$ cat src/rtl/mult_div_requester_if.sv
// Signal bundle between the request/response ports, the requester and the go/done
// multiply/divide unit. master is the requester's view; slave is the environment's.
interface mult_div_requester_if;
  logic        req_valid;
  logic        req_ready;
  logic        req_op;
  logic [31:0] req_a;
  logic [15:0] req_b;
  logic        rsp_valid;
  logic        rsp_ready;
  logic [31:0] rsp_data;
  logic        rsp_timeout;
  logic        go;
  logic        div_mult;
  logic [31:0] ent_32;
  logic [15:0] ent_16;
  logic        done;
  logic [31:0] sal_32;
  logic        busy;

  modport master (
    input  req_valid, req_op, req_a, req_b, rsp_ready, done, sal_32,
    output req_ready, rsp_valid, rsp_data, rsp_timeout, go, div_mult,
           ent_32, ent_16, busy
  );

  modport slave (
    output req_valid, req_op, req_a, req_b, rsp_ready, done, sal_32,
    input  req_ready, rsp_valid, rsp_data, rsp_timeout, go, div_mult,
           ent_32, ent_16, busy
  );
endinterface

$ cat src/rtl/mult_div_requester.sv
// Initiator for a go/done multiply/divide unit: one operation at a time, four-phase
// go/done handshake, valid/ready request and response ports, watchdog on both phases.
module mult_div_requester #(
  parameter int TIMEOUT_CYCLES = 255,
  parameter int CNT_W          = 8
) (
  input  logic                 clk,
  input  logic                 reset_L,
  mult_div_requester_if.master bus
);

  typedef enum logic [1:0] {IDLE, ISSUE, RELEASE, RESPOND} state_t;

  localparam logic [CNT_W-1:0] CNT_LAST = CNT_W'(TIMEOUT_CYCLES - 1);

  state_t            state_q, state_d;
  logic              go_q, go_d;
  logic              div_mult_q, div_mult_d;
  logic [31:0]       ent_32_q, ent_32_d;
  logic [15:0]       ent_16_q, ent_16_d;
  logic              rsp_valid_q, rsp_valid_d;
  logic [31:0]       rsp_data_q, rsp_data_d;
  logic              rsp_timeout_q, rsp_timeout_d;
  logic [CNT_W-1:0]  cnt_q, cnt_d;
  logic              req_ready;

  // A unit still showing done from an aborted or reset operation blocks new issues.
  assign req_ready = (state_q == IDLE) && !bus.done && reset_L;

  always_ff @(posedge clk or negedge reset_L) begin
    if (!reset_L) begin
      state_q       <= IDLE;
      go_q          <= 1'b0;
      div_mult_q    <= 1'b0;
      ent_32_q      <= '0;
      ent_16_q      <= '0;
      rsp_valid_q   <= 1'b0;
      rsp_data_q    <= '0;
      rsp_timeout_q <= 1'b0;
      cnt_q         <= '0;
    end else begin
      state_q       <= state_d;
      go_q          <= go_d;
      div_mult_q    <= div_mult_d;
      ent_32_q      <= ent_32_d;
      ent_16_q      <= ent_16_d;
      rsp_valid_q   <= rsp_valid_d;
      rsp_data_q    <= rsp_data_d;
      rsp_timeout_q <= rsp_timeout_d;
      cnt_q         <= cnt_d;
    end
  end

  always_comb begin
    state_d       = state_q;
    go_d          = go_q;
    div_mult_d    = div_mult_q;
    ent_32_d      = ent_32_q;
    ent_16_d      = ent_16_q;
    rsp_valid_d   = rsp_valid_q;
    rsp_data_d    = rsp_data_q;
    rsp_timeout_d = rsp_timeout_q;
    cnt_d         = cnt_q;

    case (state_q)
      IDLE: begin
        if (bus.req_valid && req_ready) begin
          div_mult_d = bus.req_op;
          ent_32_d   = bus.req_a;
          ent_16_d   = bus.req_b;
          go_d       = 1'b1;
          cnt_d      = '0;
          state_d    = ISSUE;
        end
      end

      // done has priority over a watchdog expiry in the same cycle.
      ISSUE: begin
        if (bus.done) begin
          rsp_data_d    = bus.sal_32;
          rsp_timeout_d = 1'b0;
          go_d          = 1'b0;
          cnt_d         = '0;
          state_d       = RELEASE;
        end else if (cnt_q == CNT_LAST) begin
          rsp_data_d    = '0;
          rsp_timeout_d = 1'b1;
          go_d          = 1'b0;
          cnt_d         = '0;
          state_d       = RELEASE;
        end else begin
          cnt_d = cnt_q + 1'b1;
        end
      end

      RELEASE: begin
        if (!bus.done) begin
          rsp_valid_d = 1'b1;
          cnt_d       = '0;
          state_d     = RESPOND;
        end else if (cnt_q == CNT_LAST) begin
          rsp_timeout_d = 1'b1;
          rsp_valid_d   = 1'b1;
          cnt_d         = '0;
          state_d       = RESPOND;
        end else begin
          cnt_d = cnt_q + 1'b1;
        end
      end

      RESPOND: begin
        if (bus.rsp_ready) begin
          rsp_valid_d = 1'b0;
          cnt_d       = '0;
          state_d     = IDLE;
        end
      end

      default: state_d = IDLE;
    endcase
  end

  assign bus.req_ready   = req_ready;
  assign bus.rsp_valid   = rsp_valid_q;
  assign bus.rsp_data    = rsp_data_q;
  assign bus.rsp_timeout = rsp_timeout_q;
  assign bus.go          = go_q;
  assign bus.div_mult    = div_mult_q;
  assign bus.ent_32      = ent_32_q;
  assign bus.ent_16      = ent_16_q;
  assign bus.busy        = (state_q != IDLE);

endmodule

$ cat src/flat_wrapper.sv
// flat-port wrapper written by rule: the top's interface ports become plain ports
module mult_div_requester_flat 
#(
  parameter int TIMEOUT_CYCLES = 255,
  parameter int CNT_W          = 8
)
  (clk, reset_L, bus_req_valid, bus_req_op, bus_req_a, bus_req_b, bus_rsp_ready, bus_done, bus_sal_32, bus_req_ready, bus_rsp_valid, bus_rsp_data, bus_rsp_timeout, bus_go, bus_div_mult, bus_ent_32, bus_ent_16, bus_busy);
  mult_div_requester_if bus_i ();
  input  logic clk;
  input  logic reset_L;
  input wire logic [$bits(bus_i.req_valid)-1:0] bus_req_valid;
  input wire logic [$bits(bus_i.req_op)-1:0] bus_req_op;
  input wire logic [$bits(bus_i.req_a)-1:0] bus_req_a;
  input wire logic [$bits(bus_i.req_b)-1:0] bus_req_b;
  input wire logic [$bits(bus_i.rsp_ready)-1:0] bus_rsp_ready;
  input wire logic [$bits(bus_i.done)-1:0] bus_done;
  input wire logic [$bits(bus_i.sal_32)-1:0] bus_sal_32;
  output wire logic [$bits(bus_i.req_ready)-1:0] bus_req_ready;
  output wire logic [$bits(bus_i.rsp_valid)-1:0] bus_rsp_valid;
  output wire logic [$bits(bus_i.rsp_data)-1:0] bus_rsp_data;
  output wire logic [$bits(bus_i.rsp_timeout)-1:0] bus_rsp_timeout;
  output wire logic [$bits(bus_i.go)-1:0] bus_go;
  output wire logic [$bits(bus_i.div_mult)-1:0] bus_div_mult;
  output wire logic [$bits(bus_i.ent_32)-1:0] bus_ent_32;
  output wire logic [$bits(bus_i.ent_16)-1:0] bus_ent_16;
  output wire logic [$bits(bus_i.busy)-1:0] bus_busy;
  assign bus_i.req_valid = bus_req_valid;
  assign bus_i.req_op = bus_req_op;
  assign bus_i.req_a = bus_req_a;
  assign bus_i.req_b = bus_req_b;
  assign bus_i.rsp_ready = bus_rsp_ready;
  assign bus_i.done = bus_done;
  assign bus_i.sal_32 = bus_sal_32;
  assign bus_req_ready = bus_i.req_ready;
  assign bus_rsp_valid = bus_i.rsp_valid;
  assign bus_rsp_data = bus_i.rsp_data;
  assign bus_rsp_timeout = bus_i.rsp_timeout;
  assign bus_go = bus_i.go;
  assign bus_div_mult = bus_i.div_mult;
  assign bus_ent_32 = bus_i.ent_32;
  assign bus_ent_16 = bus_i.ent_16;
  assign bus_busy = bus_i.busy;
  mult_div_requester #(.TIMEOUT_CYCLES(TIMEOUT_CYCLES), .CNT_W(CNT_W)) u_core (.clk(clk), .reset_L(reset_L), .bus(bus_i));
endmodule
$ cat config.mk
export PLATFORM = sky130hd
export DESIGN_NAME = mult_div_requester_flat
export DESIGN_NICKNAME = d
export VERILOG_FILES = /design/src/rtl/mult_div_requester_if.sv /design/src/rtl/mult_div_requester.sv /design/src/flat_wrapper.sv
export SDC_FILE = /design/constraint.sdc
export NUM_CORES = 1
export LEC_CHECK = 0
export BUFFER_PORTS_ARGS = -buffer_cell sky130_fd_sc_hd__buf_2
export CORE_MARGIN = 2
export CORE_UTILIZATION = 45
export DETAILED_ROUTE_END_ITERATION = 8
export MAX_ROUTING_LAYER = met4
export PLACE_DENSITY = 0.81
export SLEW_MARGIN = 20
export SYNTH_ARGS = -nofsm -noshare
export SYNTH_HDL_FRONTEND = slang
export SYNTH_SLANG_ARGS = --single-unit
$ cat constraint.sdc
create_clock -name clk -period 2 [get_ports clk]
set_clock_uncertainty 0.15 [all_clocks]
set_input_delay 0.2 -clock clk [delete_from_list [all_inputs] [get_ports clk]]
set_output_delay 0.2 -clock clk [all_outputs]
set_load 0.005 [all_outputs]
==> results of run 1 <==
[power groups by stage]
stage | logic, mW | registers, mW | clock network, mW
2_1_floorplan | 1.34 | 3.26 | 0
3_3_place_gp | 2.65 | 3.17 | 0
3_5_place_dp | 2.73 | 3.21 | 0
4_1_cts | 2.87 | 3.18 | 1.34
5_1_grt | 3.15 | 3.29 | 1.41
6_report | 2.87 | 3.20 | 1.30
[per-stage QoR]
stage | worst slack [ps] | cells | cell area, sq um | util [%]
detailed placement | 116.5 | 531 | 4786 | 58.54
floorplan | 53.31 | 258 | 3777 | -
finish | 95.40 | 629 | 5816 | 71.14
global route | 2.547 | 629 | 5816 | 71.14
CTS | 105.4 | 629 | 5816 | 71.14
global placement | 216.4 | 531 | 4786 | 58.54
[worst max path at each step]
stage / end / from / slack, ps / depth (start not counted)
floorplan: u_core.bus.ent_16[4] / u_core.state_q[0] / 50 / 8
global placement: u_core.bus.ent_32[5] / u_core.state_q[0] / 220 / 7
finish: u_core.bus.ent_32[0] / u_core.state_q[0] / 100 / 7
global route: u_core.bus.ent_32[20] / u_core.state_q[0] / 3 / 7
detailed placement: u_core.bus.ent_32[5] / u_core.state_q[0] / 120 / 7
CTS: u_core.bus.ent_32[5] / u_core.state_q[0] / 110 / 7
[cell families after synthesis]
logic type,count (synthesis)
simple gates,33
compound gates,53
buf+inv,17
mux,55
fa+ha+maj,6
flops,94
[worst max-delay path: stages (launching register included)]
cell,delay [ps]
dfrtp_1,420
inv_1,110
ha_1,190
inv_2,50
nor3b_2,210
nand2_2,100
buf_12,200
mux2_4,340
[flip-flops by register name, summed over array words and instances, names as in the netlist]
register and cells:
u_core.state_q 2, u_core.bus.go 1, u_core.bus.div_mult 1, u_core.bus.rsp_data 32, u_core.bus.ent_32 32, u_core.bus.rsp_valid 1, u_core.cnt_q 8, u_core.bus.ent_16 16
u_core.bus.rsp_timeout 1
[placed cells by master (no fill, tap or decap), types with 2 or more instances in the layout]
cell and instances:
mux2_4 10, clkbuf_8 11, clkinvlp_4 2, mux2_2 41, and3_1 2, o21ai_0 8
buf_4 9, a22o_1 39, nor2b_1 6, ha_1 6, mux2i_1 3, nor3b_1 2
nand2_1 5, dfrtp_1 94, nand3_1 3, nor3_1 4, inv_1 4, buf_2 170
dlygate4sd3_1 82, nor2_1 5
[layout make-up]
| type | instances | share of cell area [%] |
|---|---|---|
| inverter | 5 | 0.3227 |
| sequential | 94 | 40.45 |
| multi-input combinational | 147 | 23.13 |
| clock inverter | 4 | 0.9251 |
| tap | 105 | 2.259 |
| clock buffer | 12 | 2.668 |
| timing repair buffer | 262 | 30.25 |
[per-layer routing]
metal | part of all wire, % | vias up | routed length (microns)
met3 | 5.9 | 23 | 619
met2 | 54 | 137 | 5596
met1 | 38 | 1552 | 4013
met5 | 0 | - | 0
met4 | 2.1 | 0 | 216
li1 | - | 1462 | -
==> impl_metrics.json, run 1 <==
{
  "drt-vias-per-instance": 5.046,
  "async_flop_share_pct": 100.0,
  "p_comb_share_pct": 38.9,
  "die-area_sq_um": 9143,
  "overflow": 0,
  "netlist.area_leader.share_pct": 62.27,
  "p_per_area_nw_per_um2": 1267,
  "fill_cells": 536,
  "timing.setup.tns_ps": 0,
  "wirelength_microns": 10450,
  "ys_seq_area_share_pct": 62.27,
  "num_vias": 3174,
  "synthMuxAreaShare_pct": 17.29,
  "hold_slack_ps": 41.46,
  "startpoint_type": "flop",
  "rsz0062_at_grt": "false",
  "synthCells": 258,
  "max_freq_mhz": 525.0,
  "min_period_ps": 1905,
  "root_buffer": "clkbuf_8",
  "worstMarginPinSlew_ps": 635.1,
  "initial_utilization_pct": 46.20,
  "multiInputGateArea_sq_um": 1345,
  "areaGrowthSynthToFinish_pct": 53.96,
  "ctsResizeCount": 0,
  "cts_buffers": 9,
  "seqPwrFrac_pct": 43.4,
  "grt_max_degree": 53,
  "io_pins": 172,
  "core_area_sq_um": 8175,
  "finalCritPeriodShare_pct": 95.23,
  "p_clk_share_pct": 17.6,
  "max_cap_viol_count": 0,
  "grt_pass1_wl_microns": 15860,
  "clk-insertion-delay-late_ps": 350,
  "htreeDepth": 3,
  "grt_pass1_vias": 3345,
  "use_met3_pct": 4.901,
  "synth.top_cells.by_count": "94 x dfrtp_1, 41 x mux2_2, 39 x a22o_1",
  "clk_pin_slew_ps": 90,
  "timing.rr.start": "u_core.state_q[0]",
  "finalNetCount": 611,
  "crit_type": "flop to flop",
  "ys_types": 31,
  "drtIter0Drc": 104,
  "syn_area_per_cell_sq_um": 14.64,
  "report.final.slew_viol_count": 0,
  "dp_hpwl_microns": 6301,
  "synth_fa_ha_area_share_pct": 1.987,
  "synth.top_cells.by_area": "dfrtp_1 62%, mux2_2 12%, a22o_1 9.0%",
  "run_status": "finished, final reports clean",
  "synth_xor_area_share_pct": 0,
  "die_height_microns": 95.62,
  "drc": 0,
  "postRouteAntennaNets": 0,
  "arrival_ps": 1990,
  "maxSlewHeadroom_pct": 57.66,
  "register_area_sq_um": 2352,
  "p_int_mw": 5.049,
  "p_sw_mw": 2.322,
  "std_cell_rows": 33,
  "r2r_end": "u_core.bus.ent_32[0]",
  "finalHoldViolCount": 0,
  "ir_drop_mv": 0.5949,
  "ys.flop_type": "dfrtp_1",
  "die_w_microns": 95.62,
  "postCtsHoldBufs": 82,
  "crit_required_ps": 2090,
  "antenna_found_initial": 0,
  "post_drt_wl_per_cell_microns": 16.61,
  "cts_setup_buffers": 0,
  "synth.most_common_cell": "dfrtp_1",
  "top_usage_layer": "met2",
  "ff2ff_path_depth": 7,
  "yosysTopAreaCell": "dfrtp_1",
  "gp_congestion": 0.8245,
  "synth_fp_nets": 350,
  "cts_tree": "yes",
  "synth_top_family_by_area": "multiplexers",
  "min_delay_path_depth": 3,
  "yosysWarningCount": 0,
  "power_mw": 7.371,
  "dr.pass1.iters": 5,
  "cts.sinks": 94,
  "layout-drive-gt1-share_pct": 48.28,
  "antenna_cells": 0,
  "synth_compound_area_share_pct": 11.39,
  "gr-usage-met1_pct": 25.84,
  "hold_class": "primary input to flop",
  "syn_area_sq_um": 3777,
  "leakage_nw": 3.012,
  "ys_ff_latch": 94,
  "endpoint_kind": "flop",
  "worstHoldEndpoint": "u_core.bus.rsp_valid",
  "yosys.area_share.simple_pct": 4.770,
  "swShare_pct": 31.50,
  "grt_usage_pct": 23.74,
  "min_from": "bus_rsp_ready",
  "use_met2_pct": 42.89,
  "r2r_slack_ps": 100,
  "setup_viol": 0,
  "clk_path_buf_depth": 2,
  "io_buffer_count": 171,
  "worstPathMaxFanout": 49,
  "synth_edf_count": 0
}
Power figures use the tool's default switching activity.
==> run 2, diff against run 1 <==
BUFFER_PORTS_ARGS = -buffer_cell sky130_fd_sc_hd__clkbuf_2   (was -buffer_cell sky130_fd_sc_hd__buf_2)
==> impl_metrics.json, run 2 (same netlist as run 1, synthesis figures left out) <==
{
  "die_w_microns": 95.62,
  "antenna_found_initial": 0,
  "areaGrowthSynthToFinish_pct": 53.79,
  "cts_buffers": 9,
  "report.final.slew_viol_count": 0,
  "gp_congestion": 0.8011,
  "p_per_area_nw_per_um2": 1262,
  "crit_type": "flop to flop",
  "max_freq_mhz": 528.0,
  "post_drt_wl_per_cell_microns": 16.41,
  "postRouteAntennaNets": 0,
  "std_cell_rows": 33,
  "finalNetCount": 612,
  "endpoint_kind": "flop",
  "grt_max_degree": 57,
  "leakage_nw": 3.021,
  "worstPathMaxFanout": 49,
  "wirelength_microns": 10340,
  "root_buffer": "clkbuf_8",
  "dr.pass1.iters": 4,
  "io_buffer_count": 171,
  "clk-insertion-delay-late_ps": 350,
  "clk_pin_slew_ps": 90,
  "drtIter0Drc": 102,
  "die-area_sq_um": 9143,
  "core_area_sq_um": 8175,
  "overflow": 0,
  "finalHoldViolCount": 0,
  "layout_common_cells": "170 x clkbuf_2, 94 x dfrtp_1, 83 x dlygate4sd3_1",
  "grt_pass1_wl_microns": 15650,
  "cts_tree": "yes",
  "drc": 0,
  "min_period_ps": 1894,
  "clk_path_buf_depth": 2,
  "maxSlewHeadroom_pct": 54.54,
  "layout-drive-gt1-share_pct": 48.38,
  "setup_viol": 0,
  "hold_class": "primary input to flop",
  "startpoint_type": "flop",
  "htreeDepth": 3,
  "initial_utilization_pct": 46.20,
  "arrival_ps": 1970,
  "run_status": "finished, final reports clean",
  "register_area_sq_um": 2352,
  "grt_pass1_vias": 3300,
  "dp_hpwl_microns": 6334,
  "rsz0062_at_grt": "false",
  "ir_drop_mv": 0.7620,
  "io_pins": 172,
  "final_common_cell": "clkbuf_2",
  "finalCritPeriodShare_pct": 94.69,
  "crit_required_ps": 2080,
  "num_vias": 3176,
  "die_height_microns": 95.62,
  "drt-vias-per-instance": 5.041,
  "max_cap_viol_count": 0,
  "grt_usage_pct": 23.43,
  "cts.sinks": 94,
  "fill_cells": 537,
  "multiInputGateArea_sq_um": 1345,
  "antenna_cells": 0,
  "worstMarginPinSlew_ps": 681.9,
  "power_mw": 7.332,
  "timing.setup.tns_ps": 0
}
-- run 2: changes by cell type in the layout (fill, tap and decap cells not counted), sizes merged --
cell,before,now
clkbuf,12,181
dlygate4sd3,82,83
bufinv,1,0
clkinv,0,2
buf,180,10
-- run 2: layout make-up --
type	count	share of cell area (%)
clock inverter	5	0.7107
clock buffer	11	2.606
inverter	5	0.3231
tap	105	2.261
sequential	94	40.49
timing repair buffer	263	30.45
multi-input combinational	147	23.15
-- run 2: critical path, stage by stage (launching register included) --
cell and delay [ps]:
dfrtp_1 410, inv_1 120, ha_1 200, inv_2 50, nor3b_2 210, nand2_2 100
buf_12 190, mux2_2 310
-- run 2: path summary, 6_finish.rpt --
check	from	slack [ps]	end	depth (start not counted)
worst max register to register	u_core.state_q[0]	110	u_core.bus.ent_32[19]	7
max in group asynchronous	reset_L	810	u_core.bus.ent_16[6]	3
min in group asynchronous	reset_L	350	u_core.cnt_q[2]	3
worst max-delay path	u_core.state_q[0]	110	u_core.bus.ent_32[19]	7
worst min register to register	u_core.bus.rsp_data[1]	350	u_core.bus.rsp_data[1]	1
worst min-delay path	bus_done	160	u_core.bus.rsp_timeout	3
-- run 2: stage by stage --
step                      std cells  cell area [sq um]  worst slack, ps  hold WS [ps]  utilization (%)
after detailed placement        531               4786            117.6         158.7            58.54
after global placement          531               4786            207.3         150.5            58.54
final                           630               5809            106.1         155.4            71.06
after CTS                       630               5809            115.1         136.2            71.06
after global routing            630               5809            38.23         160.8            71.06
after floorplan                 258               3777            53.31        -245.6                -
-- run 2: repair_timing --
item	4_1_cts	5_1_grt
hold buffers	83	0
gates resized for setup	0	0
hold endpoints to repair	176	0
setup buffers	0	0
-- run 2: where the power goes --
part | internal (mW) | switching, mW | total (mW)
sequential | 2.74 | 0.497 | 3.24
combinational | 1.66 | 1.25 | 2.91
clock | 0.529 | 0.662 | 1.19
-- run 2: metal layers --
layer  track usage [%]  share of wire (%)
met5                 -                  0
met4             8.214                1.7
met3             4.980                5.8
met2             42.60                 54
met1             25.13                 39
==> run 3, diff against run 2 <==
GPL_TIMING_DRIVEN = 0   (was unset)
==> impl_metrics.json, run 3 (same netlist as run 1, synthesis figures left out) <==
{
  "finalHoldViolCount": 94,
  "overflow": 0,
  "cts_tree": "yes",
  "crit_chain": "inv_2 -> ha_4 -> inv_4 -> nor3b_4 -> nand2_2 -> buf_8 -> clkbuf_16 -> mux2_4",
  "setup_viol": 0,
  "io_buffer_count": 171,
  "critical-path-max-stage-delay_ps": 410,
  "critPathSlowestCell": "dfrtp_1",
  "finalNetCount": 622,
  "io_pins": 172,
  "crit_type": "flop to flop",
  "hold_slack_ps": -312.2,
  "drc": 0,
  "root_buffer": "clkbuf_8",
  "antenna_cells": 0,
  "run_status": "finished, violations left",
  "cts.sinks": 94,
  "ir_drop_mv": 0.7251,
  "fill_cells": 541,
  "finalCritPeriodShare_pct": 98.06,
  "clk_path_buf_depth": 2,
  "postRouteAntennaNets": 0,
  "crit_required_ps": 2100,
  "grt_usage_pct": 24.56,
  "gp_congestion": 0.7679,
  "layout-drive-gt1-share_pct": 49.91,
  "dr.pass1.iters": 4,
  "die_height_microns": 95.62,
  "wirelength_microns": 10900,
  "grt_pass1_wl_microns": 16390,
  "clk_pin_slew_ps": 100,
  "endpoint_kind": "flop",
  "antenna_found_initial": 0,
  "drt-vias-per-instance": 5.099,
  "instances_no_fill": 638,
  "final_common_cell": "clkbuf_2",
  "grt_pass1_vias": 3425,
  "postCtsHoldBufs": 81,
  "grt_max_degree": 97,
  "layout_common_cells": "172 x clkbuf_2, 94 x dfrtp_1, 81 x dlygate4sd3_1",
  "die_w_microns": 95.62,
  "p_per_area_nw_per_um2": 1267,
  "worst_slack_ps": 38.86,
  "min_period_ps": 1961,
  "design_area_sq_um": 5904,
  "dp_hpwl_microns": 6648,
  "multiInputGateArea_sq_um": 1364,
  "core_area_sq_um": 8175,
  "timing.setup.tns_ps": 0,
  "max_freq_mhz": 509.9,
  "initial_utilization_pct": 46.20,
  "leakage_nw": 3.062,
  "maxSlewHeadroom_pct": 53.26,
  "dpl-instance-area_sq_um": 4773,
  "max_cap_viol_count": 0,
  "num_vias": 3253,
  "post-place-ws_ps": -325.5,
  "std_cell_rows": 33,
  "dp_cells": 534,
  "worstPathMaxFanout": 5,
  "report.final.slew_viol_count": 0,
  "worstMarginPinSlew_ps": 701.1,
  "clk-insertion-delay-late_ps": 350,
  "arrival_ps": 2060,
  "areaGrowthSynthToFinish_pct": 56.31,
  "hold_class": "primary input to async pin",
  "die-area_sq_um": 9143,
  "htreeDepth": 3,
  "cts_buffers": 9,
  "startpoint_type": "flop",
  "failed_checks": "hold timing",
  "drtIter0Drc": 112,
  "post_drt_wl_per_cell_microns": 17.08,
  "register_area_sq_um": 2352,
  "rsz0062_at_grt": "true"
}
run 3: cell count changes in the layout (fill, tap and decap cells not counted), moves of 2 or more:
cell           delta
clkbuf_4          +2
dlygate4sd3_1     -2
clkbuf_2          +2
clkinv_4          -2
buf_8             +2
clkbuf_8          -2
buf_2             +5
inv_1             -2
run 3: path summary, 6_finish.rpt:
kind | startpoint | endpoint | slack, ps | cells after the start
hold / removal | reset_L | u_core.bus.rsp_data[26] | -310 | 1
min in group clk | bus_rsp_ready | u_core.bus.rsp_valid | 30 | 3
setup / recovery | u_core.state_q[0] | u_core.bus.ent_32[6] | 40 | 8
hold reg to reg | u_core.bus.rsp_data[15] | u_core.bus.rsp_data[15] | 350 | 1
setup reg to reg | u_core.state_q[0] | u_core.bus.ent_32[6] | 40 | 8
max in group asynchronous | reset_L | u_core.state_q[0] | 1490 | 1
run 3: final cells by class:
type | count | share of cell area [%]
plain buffers | 12 | 1.505
repair buffers | 261 | 29.84
clock buffers | 9 | 2.098
well taps | 105 | 2.225
multi-input cells | 147 | 23.10
clock inverters | 5 | 1.038
flip-flops and latches | 94 | 39.84
inverters | 5 | 0.3602
run 3: power by group:
part           total [mW]  internal, mW  switching (mW)
registers            3.24          2.74           0.499
logic                3.02          1.74            1.28
clock network        1.23         0.569           0.658
total                7.48          5.05            2.44
run 3: per-layer routing:
layer / global-route usage, % / wire (microns)
met3: 4.585 / 600
met1: 26.83 / 4059
met2: 42.89 / 5812
met4: 12.02 / 422
met5: - / 0
run 3: critical path: cells and delay by family (launching register included):
family | cells | cell delay, ps
buffers and inverters | 4 | 460
flip-flops | 1 | 410
multiplexers | 1 | 300
adder cells (fa/ha/maj) | 1 | 180
AND/OR/NAND/NOR | 2 | 350
run 3: timing repair:
action                     4_1_cts  5_1_grt
gates resized for setup          8       12
setup endpoints to repair       55       57
gates cloned                     0        1
setup buffers                    5        3
hold endpoints to repair       175       94
pin swaps                        2        1
run 3: per-stage QoR:
| stage | util, % | total power [mW] |
|---|---|---|
| finish | 72.22 | 7.484 |
| floorplan | - | 4.594 |
| global route | 72.22 | 7.987 |
| detailed placement | 58.39 | 5.912 |
| CTS | 71.32 | 7.370 |
| global placement | 58.28 | 5.768 |
